File: src/rtl/rf_dump_if.sv
// Output stream of the register-file dump sequencer: one captured register
// value with its address, offered under a valid/ready handshake.
interface rf_dump_if;
  logic        out_valid;
  logic        out_ready;
  logic [31:0] out_data;
  logic [4:0]  out_addr;

  // Producer side (the dump sequencer)
  modport master (
    output out_valid,
    output out_data,
    output out_addr,
    input  out_ready
  );

  // Consumer side (debug UART, trace buffer, ...)
  modport slave (
    input  out_valid,
    input  out_data,
    input  out_addr,
    output out_ready
  );
endinterface

File: src/rtl/rf_dump.sv
// Register-file debug dump sequencer. Walks addresses FIRST_REG..LAST_REG
// through one RF read port, captures each value, and offers it with its
// address on a valid/ready stream. busy tells the upper level to steer the
// shared RF read-address mux to ra_o instead of the decode stage.
module rf_dump #(
  parameter int unsigned FIRST_REG = 0,
  parameter int unsigned LAST_REG  = 31
) (
  input  logic        clk,
  input  logic        rst,
  input  logic        start,
  input  logic        abort,
  output logic [4:0]  ra_o,
  input  logic [31:0] rd_i,
  rf_dump_if.master   out_if,
  output logic        busy,
  output logic        done
);

  localparam logic [4:0] FIRST_ADDR = 5'(FIRST_REG);
  localparam logic [4:0] LAST_ADDR  = 5'(LAST_REG);

  typedef enum logic [1:0] {
    IDLE = 2'd0,
    READ = 2'd1,
    SEND = 2'd2,
    DONE = 2'd3
  } state_t;

  state_t      state_r;
  state_t      state_nxt_s;
  logic [4:0]  ptr_r;
  logic [4:0]  ptr_nxt_s;
  logic [31:0] data_r;
  logic [4:0]  addr_r;
  logic        valid_r;
  logic        busy_r;
  logic        done_r;

  // Next-state and address-pointer decode; ptr only advances on a handshake
  // that is not the last one, so it never wraps past LAST_REG.
  always_comb begin
    state_nxt_s = state_r;
    ptr_nxt_s   = ptr_r;
    case (state_r)
      IDLE: begin
        ptr_nxt_s = FIRST_ADDR;
        if (start) begin
          state_nxt_s = READ;
        end else begin
          state_nxt_s = IDLE;
        end
      end
      READ: begin
        if (abort) begin
          state_nxt_s = IDLE;
          ptr_nxt_s   = FIRST_ADDR;
        end else begin
          state_nxt_s = SEND;
        end
      end
      SEND: begin
        if (abort) begin
          state_nxt_s = IDLE;
          ptr_nxt_s   = FIRST_ADDR;
        end else if (out_if.out_ready) begin
          if (ptr_r == LAST_ADDR) begin
            state_nxt_s = DONE;
          end else begin
            state_nxt_s = READ;
            ptr_nxt_s   = ptr_r + 5'd1;
          end
        end else begin
          state_nxt_s = SEND;
        end
      end
      DONE: begin
        state_nxt_s = IDLE;
        ptr_nxt_s   = FIRST_ADDR;
      end
      default: begin
        state_nxt_s = IDLE;
        ptr_nxt_s   = FIRST_ADDR;
      end
    endcase
  end

  // State, pointer and state-derived output flags, registered so no input
  // reaches an output combinationally.
  always_ff @(posedge clk) begin
    if (rst) begin
      state_r <= IDLE;
      ptr_r   <= FIRST_ADDR;
      valid_r <= 1'b0;
      busy_r  <= 1'b0;
      done_r  <= 1'b0;
    end else begin
      state_r <= state_nxt_s;
      ptr_r   <= ptr_nxt_s;
      valid_r <= (state_nxt_s == SEND);
      busy_r  <= (state_nxt_s == READ) || (state_nxt_s == SEND);
      done_r  <= (state_nxt_s == DONE);
    end
  end

  // Capture the RF value in READ; held unchanged through SEND backpressure.
  always_ff @(posedge clk) begin
    if (rst) begin
      data_r <= 32'd0;
      addr_r <= 5'd0;
    end else if (state_r == READ) begin
      data_r <= rd_i;
      addr_r <= ptr_r;
    end
  end

  assign ra_o             = ptr_r;
  assign out_if.out_valid = valid_r;
  assign out_if.out_data  = data_r;
  assign out_if.out_addr  = addr_r;
  assign busy             = busy_r;
  assign done             = done_r;

endmodule

File: src/flat_wrapper.sv
// flat-port wrapper written by rule: the top's interface ports become plain ports
module rf_dump_flat 
#(
  parameter int unsigned FIRST_REG = 0,
  parameter int unsigned LAST_REG  = 31
)
  (clk, rst, start, abort, ra_o, rd_i, busy, done, out_if_out_valid, out_if_out_data, out_if_out_addr, out_if_out_ready);
  rf_dump_if out_if_i ();
  input  logic clk;
  input  logic rst;
  input  logic start;
  input  logic abort;
  output logic [4:0] ra_o;
  input  logic [31:0] rd_i;
  output logic busy;
  output logic done;
  output wire logic [$bits(out_if_i.out_valid)-1:0] out_if_out_valid;
  output wire logic [$bits(out_if_i.out_data)-1:0] out_if_out_data;
  output wire logic [$bits(out_if_i.out_addr)-1:0] out_if_out_addr;
  input wire logic [$bits(out_if_i.out_ready)-1:0] out_if_out_ready;
  assign out_if_out_valid = out_if_i.out_valid;
  assign out_if_out_data = out_if_i.out_data;
  assign out_if_out_addr = out_if_i.out_addr;
  assign out_if_i.out_ready = out_if_out_ready;
  rf_dump #(.FIRST_REG(FIRST_REG), .LAST_REG(LAST_REG)) u_core (.clk(clk), .rst(rst), .start(start), .abort(abort), .ra_o(ra_o), .rd_i(rd_i), .out_if(out_if_i), .busy(busy), .done(done));
endmodule
File: config.mk
export PLATFORM = sky130hd
export DESIGN_NAME = rf_dump_flat
export DESIGN_NICKNAME = d
export VERILOG_FILES = /design/src/rtl/rf_dump_if.sv /design/src/rtl/rf_dump.sv /design/src/flat_wrapper.sv
export SDC_FILE = /design/constraint.sdc
export NUM_CORES = 1
export LEC_CHECK = 0
export ABC_CLOCK_PERIOD_IN_PS = 3500
export CAP_MARGIN = 20
export CORE_AREA = 2 2 58 87
export CTS_CLUSTER_SIZE = 16
export DETAILED_ROUTE_END_ITERATION = 8
export DIE_AREA = 0 0 60 89
export GPL_ROUTABILITY_DRIVEN = 0
export PLACE_DENSITY = 0.79
export SETUP_SLACK_MARGIN = 0.3
export SYNTH_ARGS = -nofsm -noshare
export SYNTH_HDL_FRONTEND = slang
export SYNTH_SLANG_ARGS = --single-unit
File: constraint.sdc
create_clock -name clk -period 3.5 [get_ports clk]
set_clock_uncertainty 0.15 [all_clocks]
set_input_delay 1.05 -clock clk [delete_from_list [all_inputs] [get_ports clk]]
set_output_delay 1.05 -clock clk [all_outputs]
set_load 0.1 [all_outputs]
==> results of run 1 <==
final timing paths:
check                          endpoint  slack (ns)  depth (start not counted)                  startpoint
max                      u_core.ra_o[3]        1.11                          5                       abort
min          u_core.out_if.out_data[21]        0.30                          2  u_core.out_if.out_data[21]
max reg2reg                 u_core.done        1.38                          8              u_core.ra_o[0]
min reg2reg  u_core.out_if.out_data[21]        0.30                          2  u_core.out_if.out_data[21]
flip-flops by register name (all words and copies together) (netlist names):
name / count
u_core.busy: 1
u_core.done: 1
u_core.out_if.out_addr: 5
u_core.out_if.out_data: 32
u_core.out_if.out_valid: 1
u_core.ra_o: 5
u_core.state_r: 2
final cells by class:
cell class / count / share of cell area [%]
clock buffers: 6 / 2.81
clock inverters: 1 / 1.16
repair buffers: 84 / 27.7
multi-input cells: 147 / 28.6
flip-flops and latches: 47 / 36.4
well taps: 64 / 3.10
inverters: 1 / 0.145
kinds of logic after synthesis:
family | Yosys count | synth area share, %
adder cells (fa/ha/maj) | 4 | 2.85
AND/OR/NAND/NOR | 98 | 24.9
flip-flops | 47 | 53.6
buffers and inverters | 14 | 4.35
multiplexers | 2 | 1.14
AO/OA/AOI/OAI | 43 | 13.1
power breakdown:
| part | internal, mW | leakage (nW) | total (mW) | switching (mW) |
|---|---|---|---|---|
| clock | 0.209 | 0.0513 | 0.368 | 0.159 |
| combinational | 0.0774 | 0.643 | 0.273 | 0.196 |
| sequential | 0.555 | 0.382 | 0.566 | 0.0107 |
| total | 0.842 | 1.08 | 1.21 | 0.366 |
stage by stage:
stage          util, %  cells  total power, mW  setup slack, ns
2_1_floorplan        -    208            0.773            0.914
5_1_grt           56.9    350             1.26             1.01
3_3_place_gp      54.6    343            0.852            0.870
4_1_cts           56.9    350             1.23             1.12
6_report          56.9    350             1.21             1.11
3_5_place_dp      54.6    343            0.854            0.813
Yosys cell counts:
library cell / count
ha_1: 4
nor2b_1: 5
nand2b_2: 1
mux2i_1: 2
nand2_1: 76
a21oi_1: 38
dfxtp_1: 47
nand2b_1: 5
o31ai_1: 1
inv_1: 1
nor3_2: 1
nand3b_1: 1
nor2_1: 4
clkbuf_1: 4
nor3b_1: 1
a221o_1: 1
buf_4: 5
buf_2: 4
a21o_1: 3
nand3_1: 2
nor4b_4: 1
and3_1: 1
tightest hold or removal path: stages (launching register included):
cell and delay (ns):
dfxtp_1 0.31, nand2_1 0.05, a21oi_1 0.05
metal layers:
metal / up-vias / track usage [%] / part of all wire, % / wire [µm]
li1: 824 / - / - / -
met1: 721 / 17.1 / 39 / 1620
met2: 50 / 28.7 / 53 / 2180
met3: 6 / 4.92 / 6.8 / 281
met4: 0 / 6.06 / 1.5 / 60
met5: - / 0 / 0 / 0
==> flow_summary.json, run 1 <==
{
  "clk_pin_slew_worst_paths_ns": 0.07,
  "vias": 1601,
  "critical_path_peak_fanout": 5,
  "relative_slew_margins_pct": 65.4,
  "timing_worst_slew_pin_value_ns": 0.520,
  "grt_pass1_wl_um": 6510,
  "cell_breakdown_of_the_critical_path": "clkdlybuf4s50_1 -> nor4b_4 -> nand2b_2 -> o31ai_1 -> a21o_1",
  "crit_buf_inv": 1,
  "drc_errors": 0,
  "cts.repair_timing.setup_buffer_count": 0,
  "grt_overflow": 0,
  "fp.coreArea_um2": 4540,
  "critPathKind": "input port to flip-flop",
  "ir_worst_vdd_mv": 0.275,
  "clock_tree_from_tritoncts": "done",
  "nNetsFinal": 327,
  "vias_per_cell": 4.57,
  "fp.dieH_um": 89,
  "number_of_antenna_violations_at_the_first_check_in_global_routing": 0,
  "yosysWarnings": 0,
  "multiInputGateArea_um2": 739,
  "clk_root_buffer_cell": "clkbuf_8",
  "maxCapViolations": 0,
  "floorplan.die_area_um2": 5340,
  "cts.sinks": 47,
  "endpoint_kind": "flip-flop",
  "run_status": "completed",
  "syn-cell-area_um2": 1750,
  "critical_path.slowest_cell": "clkdlybuf4s50_1",
  "insertion_delay_ns": 0.29,
  "hold_slack_ns": 0.305,
  "min_period_over_period_pct": 68.2,
  "critical-path-max-stage-delay_ns": 0.51,
  "place_area_um2": 2480,
  "max_freq_ghz": 0.419,
  "synthDistinctLibCells": 22,
  "cts-buffers-inserted": 5,
  "final_worst_path_period_need_ns": 2.39,
  "dieWidth_um": 60,
  "route.antenna.remaining_nets": 0,
  "setup_viol": 0,
  "wire_per_inst_um": 11.8,
  "cts_htree_levels": 2,
  "kind_of_cell_adding_the_most_delay_to_the_critical_path": "simple AND/OR/NAND/NOR gates",
  "synth_sequential_area_ratio_pct": 53.6,
  "drive_above_1_share_pct": 20.6,
  "grt_start_max_net_pins": 38,
  "final_common_cell": "nand2_1",
  "holdCritPathClass": "flip-flop to flip-flop",
  "std_cell_rows": 30,
  "detailed_route_wl_um": 4130,
  "start_util_pct": 38.6,
  "post_synth_inst_count": 208,
  "total_negative_setup_slacks_ns": 0,
  "grt.total_usage_pct": 16.0,
  "post_cts_resize_count": 0,
  "final_max_slew_viol_count": 0,
  "numPortBuffers": 81,
  "syn-num-nets": 249,
  "critical_path_arrival_ns": 2.47,
  "drt_iter0_markers": 79,
  "top_level_ports": 82,
  "postLayoutCellArea_um2": 2580,
  "drt_first_pass_iters": 4,
  "syn_to_final_growth_pct": 47.2,
  "yosys_register_bits": 47,
  "power.density_nw_per_um2": 468,
  "avgSynthCellArea_um2": 8.43,
  "hold_viol": 0,
  "synth_top_cell_area_share_pct": 53.6,
  "ys_top_cells_by_area": "dfxtp_1 54%, nand2_1 16%, a21oi_1 11%",
  "holdBufCountCts": 0,
  "antenna_cells_inserted": 0,
  "area_occupied_by_registers_um2": 941,
  "fillerInstances": 428,
  "yosys_top_cell_by_area": "dfxtp_1",
  "required_ns": 3.59,
  "cts_buffer_depth": 2,
  "first_global_vias": 1428,
  "startpoint_type": "input port",
  "power.static_leakage_nw": 1.08,
  "grt_setup_unrepaired": "false",
  "layout_common_cells": "76 x nand2_1, 48 x buf_4, 47 x dfxtp_1",
  "detailed_place_hpwl_um": 2990
}
No activity file was read; power rests on OpenSTA's default activity.
==> inputs of run 2 (changes only) <==
--- a/config.mk
+++ b/config.mk
@@ -5,14 +5,14 @@
 export SDC_FILE = /design/constraint.sdc
 export NUM_CORES = 1
 export LEC_CHECK = 0
-export ABC_CLOCK_PERIOD_IN_PS = 3500
+export ABC_CLOCK_PERIOD_IN_PS = 2050
 export CAP_MARGIN = 20
-export CORE_AREA = 2 2 58 87
+export CORE_AREA = 2 2 60 91
 export CTS_CLUSTER_SIZE = 16
 export DETAILED_ROUTE_END_ITERATION = 8
-export DIE_AREA = 0 0 60 89
+export DIE_AREA = 0 0 62 93
 export GPL_ROUTABILITY_DRIVEN = 0
-export PLACE_DENSITY = 0.79
+export PLACE_DENSITY = 0.77
 export SETUP_SLACK_MARGIN = 0.3
 export SYNTH_ARGS = -nofsm -noshare
 export SYNTH_HDL_FRONTEND = slang
==> constraint.sdc (replaced) <==
create_clock -name clk -period 2.05 [get_ports clk]
set_clock_uncertainty 0.15 [all_clocks]
set_input_delay 0.615 -clock clk [delete_from_list [all_inputs] [get_ports clk]]
set_output_delay 0.615 -clock clk [all_outputs]
set_load 0.1 [all_outputs]
==> run 2 against run 1 <==
Sequential share of layout area fell by 7.9 points. Via count rose by 7.2%. Cell area rose by 30%. Combinational power rose by 110%. Highest routed layer unchanged. Sequential power rose by 73%.
==> flow_summary.json, run 2 (same netlist as run 1, synthesis figures left out) <==
{
  "drt_iter0_markers": 102,
  "drt_first_pass_iters": 4,
  "worstSetupEndpoint": "u_core.ra_o[2]",
  "final_max_slew_viol_count": 0,
  "drc_errors": 0,
  "floorplan.die_area_um2": 5770,
  "critPathKind": "flip-flop to flip-flop",
  "clk_pin_slew_worst_paths_ns": 0.08,
  "fp.dieH_um": 93,
  "min_period_over_period_pct": 88.3,
  "numPortBuffers": 81,
  "syn_to_final_growth_pct": 91.0,
  "critical_path_arrival_ns": 1.84,
  "critical_path_peak_fanout": 4,
  "detailed_place_hpwl_um": 3700,
  "area_occupied_by_registers_um2": 957,
  "total_negative_setup_slacks_ns": 0,
  "grt_overflow": 0,
  "multiInputGateArea_um2": 837,
  "wire_per_inst_um": 13.8,
  "regToRegSetupSlack_ns": 0.24,
  "grt_setup_unrepaired": "true",
  "critical-path-max-stage-delay_ns": 0.36,
  "number_of_antenna_violations_at_the_first_check_in_global_routing": 0,
  "layout_common_cells": "76 x nand2_1, 45 x buf_12, 42 x dfxtp_1",
  "route.antenna.remaining_nets": 0,
  "insertion_delay_ns": 0.28,
  "fillerInstances": 388,
  "r2r-start": "u_core.ra_o[1]",
  "cts_buffer_depth": 2,
  "endpoint_kind": "flip-flop",
  "maxCapViolations": 0,
  "power.static_leakage_nw": 1.27,
  "first_global_vias": 1731,
  "final_common_cell": "nand2_1",
  "grt.total_usage_pct": 19.0,
  "power.density_nw_per_um2": 640,
  "timing.rr.end": "u_core.ra_o[2]",
  "cts.sinks": 47,
  "r2r_cells": 7,
  "final_worst_path_period_need_ns": 1.81,
  "detailed_route_wl_um": 5050,
  "holdBufCountCts": 0,
  "grt_start_max_net_pins": 44,
  "dieWidth_um": 62,
  "nNetsFinal": 338,
  "holdCritPathClass": "flip-flop to flip-flop",
  "startpoint_type": "flip-flop",
  "kind_of_cell_adding_the_most_delay_to_the_critical_path": "compound AO/OA/AOI/OAI gates",
  "largest_register_ff_count": 32,
  "clk_root_buffer_cell": "clkbuf_8",
  "antenna_cells_inserted": 0,
  "clock_tree_from_tritoncts": "done",
  "critical_path.slowest_cell": "dfxtp_4",
  "hold_viol": 0,
  "vias": 1717,
  "place_area_um2": 3170,
  "crit_buf_inv": 0,
  "cts-buffers-inserted": 5,
  "std_cell_rows": 32,
  "start_util_pct": 35.0,
  "start_point_of_the_critical_path": "u_core.ra_o[1]",
  "top_level_ports": 82,
  "vias_per_cell": 4.69,
  "cpMostUsedCell": "ha_4",
  "timing_worst_slew_pin_value_ns": 0.454,
  "postLayoutCellArea_um2": 3350,
  "grt_pass1_wl_um": 8210,
  "max_freq_ghz": 0.552,
  "run_status": "completed",
  "critical_path_depth": 7,
  "ir_worst_vdd_mv": 0.372,
  "required_ns": 2.08,
  "total_power_mw": 2.14,
  "cts_htree_levels": 2,
  "drive_above_1_share_pct": 29.2,
  "setup_viol": 0,
  "fp.coreArea_um2": 5000,
  "cell_breakdown_of_the_critical_path": "ha_4 -> and3_4 -> ha_4 -> nand2b_4 -> a21oi_4 -> nor3_4 -> a221o_1",
  "relative_slew_margins_pct": 69.7
}
run 2: cell types whose count changed in the layout (fill, tap and decap cells not counted), sizes merged:
cell	change
dlygate4sd2	+1
bufinv	-1
clkdlybuf4s50	-1
clkbuf	+2
buf	+11
run 2: worst min-delay path by stage:
stage,startpoint,to,cells past startpoint
floorplan,u_core.state_r[1],u_core.ra_o[1],3
global placement,u_core.out_if.out_data[25],u_core.out_if.out_data[25],2
detailed placement,u_core.out_if.out_data[21],u_core.out_if.out_data[21],2
CTS,u_core.out_if.out_data[21],u_core.out_if.out_data[21],2
global route,u_core.out_if.out_data[8],u_core.out_if.out_data[8],2
finish,u_core.out_if.out_addr[1],u_core.out_if.out_addr[1],2
run 2: worst reg2reg max path: stages, from the launching register on:
cell,delay (ns)
dfxtp_4,0.36
ha_4,0.15
and3_4,0.18
ha_4,0.15
nand2b_4,0.14
a21oi_4,0.19
nor3_4,0.07
a221o_1,0.31
run 2: cell type report:
type / instances / share of cell area [%]
flip-flops and latches: 47 / 28.6
clock buffers: 8 / 2.99
inverters: 1 / 0.112
repair buffers: 95 / 40.8
well taps: 68 / 2.54
multi-input cells: 147 / 25.0
run 2: per-layer routing:
| layer | vias up | GRT usage (%) | routed length, µm |
|---|---|---|---|
| li1 | 853 | - | - |
| met1 | 808 | 21.5 | 1830 |
| met2 | 49 | 34.0 | 2900 |
| met3 | 7 | 3.87 | 243 |
| met4 | 0 | 5.85 | 79 |
| met5 | - | 0 | 0 |
run 2: what timing repair did:
action,in CTS,in global routing
resized for setup,5,4
endpoints found under the setup margin,8,9
setup buffers,5,1
pin swaps,7,1
run 2: power by group:
group	switching [mW]	total (mW)	leakage, nW	internal (mW)
clock	0.281	0.589	0.0515	0.308
sequential	0.0376	0.980	0.386	0.943
combinational	0.348	0.575	0.832	0.227
total	0.666	2.14	1.27	1.48
run 2: stage by stage:
stage               worst slack, ns  std cells  hold WS (ns)  utilization, %
finish                        0.239        366         0.341            67.0
global route                  0.175        366         0.362            67.0
CTS                           0.230        365         0.345            66.5
detailed placement           -0.118        352         0.333            63.2
global placement            -0.0180        352         0.329            63.2
floorplan                     0.132        208         0.457               -
==> inputs of run 3 (changes only) <==
--- a/config.mk
+++ b/config.mk
@@ -5,7 +5,7 @@
 export SDC_FILE = /design/constraint.sdc
 export NUM_CORES = 1
 export LEC_CHECK = 0
-export ABC_CLOCK_PERIOD_IN_PS = 2050
+export ABC_CLOCK_PERIOD_IN_PS = 1480
 export CAP_MARGIN = 20
 export CORE_AREA = 2 2 60 91
 export CTS_CLUSTER_SIZE = 16
==> constraint.sdc (replaced) <==
create_clock -name clk -period 1.48 [get_ports clk]
set_clock_uncertainty 0.15 [all_clocks]
set_input_delay 0.444 -clock clk [delete_from_list [all_inputs] [get_ports clk]]
set_output_delay 0.444 -clock clk [all_outputs]
set_load 0.1 [all_outputs]
==> run 3 against run 2 <==
The flow now finishes with violations (setup timing). Sequential share of layout area is 3.4 points lower. First-iteration DRC count stayed put. Total power is 51% higher. Die area stayed put. Core utilization is 22 points higher. Combinational power is 95% higher. Critical path depth is 1 higher. Cell count is 9.6% higher. Global-route usage is 9.6 points higher. Setup slack worse by 0.60 ns. Critical path type unchanged. Critical endpoint is now u_core.done. Largest power group unchanged.
==> flow_summary.json, run 3 (same netlist as run 1, synthesis figures left out) <==
{
  "run_status": "finished, violations left",
  "violations": "setup timing",
  "min_period_over_period_pct": 125,
  "route.antenna.remaining_nets": 0,
  "vias_per_cell": 5.16,
  "power.static_leakage_nw": 1.88,
  "antenna_cells_inserted": 0,
  "grt_overflow": 0,
  "endpoint_kind": "flip-flop",
  "holdCritPathClass": "flip-flop to flip-flop",
  "drt_first_pass_iters": 4,
  "layout_common_cells": "51 x buf_12, 46 x dfxtp_4, 39 x nand2_1",
  "clk_root_buffer_cell": "clkbuf_8",
  "grt_setup_unrepaired": "true",
  "critical_path_peak_fanout": 3,
  "critical_path_arrival_ns": 1.89,
  "clk_pin_slew_worst_paths_ns": 0.10,
  "timing_worst_slew_pin_value_ns": 0.459,
  "critPathKind": "flip-flop to flip-flop",
  "floorplan.die_area_um2": 5770,
  "std_cell_rows": 32,
  "numPortBuffers": 81,
  "number_of_antenna_violations_at_the_first_check_in_global_routing": 0,
  "nNetsFinal": 373,
  "cts_htree_levels": 2,
  "clock_tree_from_tritoncts": "done",
  "cts_buffer_depth": 2,
  "drc_errors": 0,
  "setup_viol": 14,
  "required_ns": 1.53,
  "max_freq_ghz": 0.542,
  "ir_worst_vdd_mv": 0.807,
  "final_core_utilization_pct": 88.6,
  "top_level_ports": 82,
  "first_global_vias": 2193,
  "detailed_place_hpwl_um": 3980,
  "insertion_delay_ns": 0.32,
  "relative_slew_margins_pct": 69.4,
  "grt_pass1_wl_um": 11800,
  "largest_register_ff_count": 32,
  "drt_iter0_markers": 102,
  "fillerInstances": 186,
  "detailed_route_wl_um": 9310,
  "cts.sinks": 47,
  "syn_to_final_growth_pct": 153,
  "fp.dieH_um": 93,
  "final_worst_path_period_need_ns": 1.84,
  "cts-buffers-inserted": 5,
  "dieWidth_um": 62,
  "final_max_slew_viol_count": 0,
  "power.density_nw_per_um2": 731,
  "vias": 2069,
  "hold_viol": 0,
  "maxCapViolations": 0,
  "total_negative_setup_slacks_ns": -3.37,
  "grt.total_usage_pct": 28.7,
  "final_common_cell": "buf_12",
  "start_util_pct": 35.0,
  "hold_slack_ns": 0.364,
  "drive_above_1_share_pct": 70.9,
  "final.setup.worst_slack_ns": -0.364,
  "startpoint_type": "flip-flop",
  "wire_per_inst_um": 23.2,
  "grt_start_max_net_pins": 27,
  "fp.coreArea_um2": 5000
}
[run 3: cell count changes in the layout (fill, tap and decap cells not counted), moves of 8 or more]
cell	previous run	this run
a21oi_1	37	0
buf_6	2	10
dfxtp_1	42	0
a21oi_2	0	35
buf_4	12	24
dfxtp_4	4	46
nand2_1	76	39
nand2_4	0	37
[run 3: repair_timing]
item	in CTS	in global routing
resized for setup	119	27
setup buffers	14	11
gates cloned	8	0
endpoints found under the setup margin	92	92
hold buffers	0	0
pin swaps	39	27
[run 3: worst paths after layout]
check,slack (ns),cells past startpoint,end,start
setup / recovery,-0.36,8,u_core.done,u_core.ra_o[0]
hold / removal,0.36,2,u_core.out_if.out_data[12],u_core.out_if.out_data[12]
setup reg to reg,-0.36,8,u_core.done,u_core.ra_o[0]
hold reg to reg,0.36,2,u_core.out_if.out_data[12],u_core.out_if.out_data[12]
[run 3: metal layers]
metal | track usage (%) | part of all wire [%]
met4 | 12.8 | 4.4
met3 | 6.09 | 4.9
met5 | 0 | 0
met2 | 51.0 | 56
met1 | 30.6 | 34
[run 3: power breakdown]
| part | internal, mW | switching [mW] | total [mW] |
|---|---|---|---|
| sequential | 1.27 | 0.0627 | 1.33 |
| combinational | 0.475 | 0.640 | 1.12 |
| clock | 0.333 | 0.464 | 0.797 |
[run 3: area by class of cell]
cell class	count	area, µm²	share of cell area (%)
inverter	1	3.75	0.0847
sequential	47	1110	25.1
clock buffer	7	76.3	1.72
multi-input combinational	147	1270	28.6
tap	68	85.1	1.92
timing repair buffer	130	1880	42.4
clock inverter	1	5.00	0.113
[run 3: worst max-delay path, stage by stage (launching register included)]
cell and delay (ns):
dfxtp_4 0.37, ha_4 0.16, and3_4 0.15, ha_4 0.15, nand2b_4 0.15, a21oi_4 0.21
nor2_4 0.08, ha_2 0.17, nor2b_1 0.13
[run 3: stage by stage]
stage                     std cells  setup WS [ns]  total power, mW  cell area (µm²)
after CTS                       390         -0.317             3.12             4230
after global routing            401         -0.403             3.32             4430
final                           401         -0.364             3.24             4430
after detailed placement        360         -0.474             2.15             3400
after global placement          360         -0.429             2.14             3400
after floorplan                 208         -0.438             1.80             2020
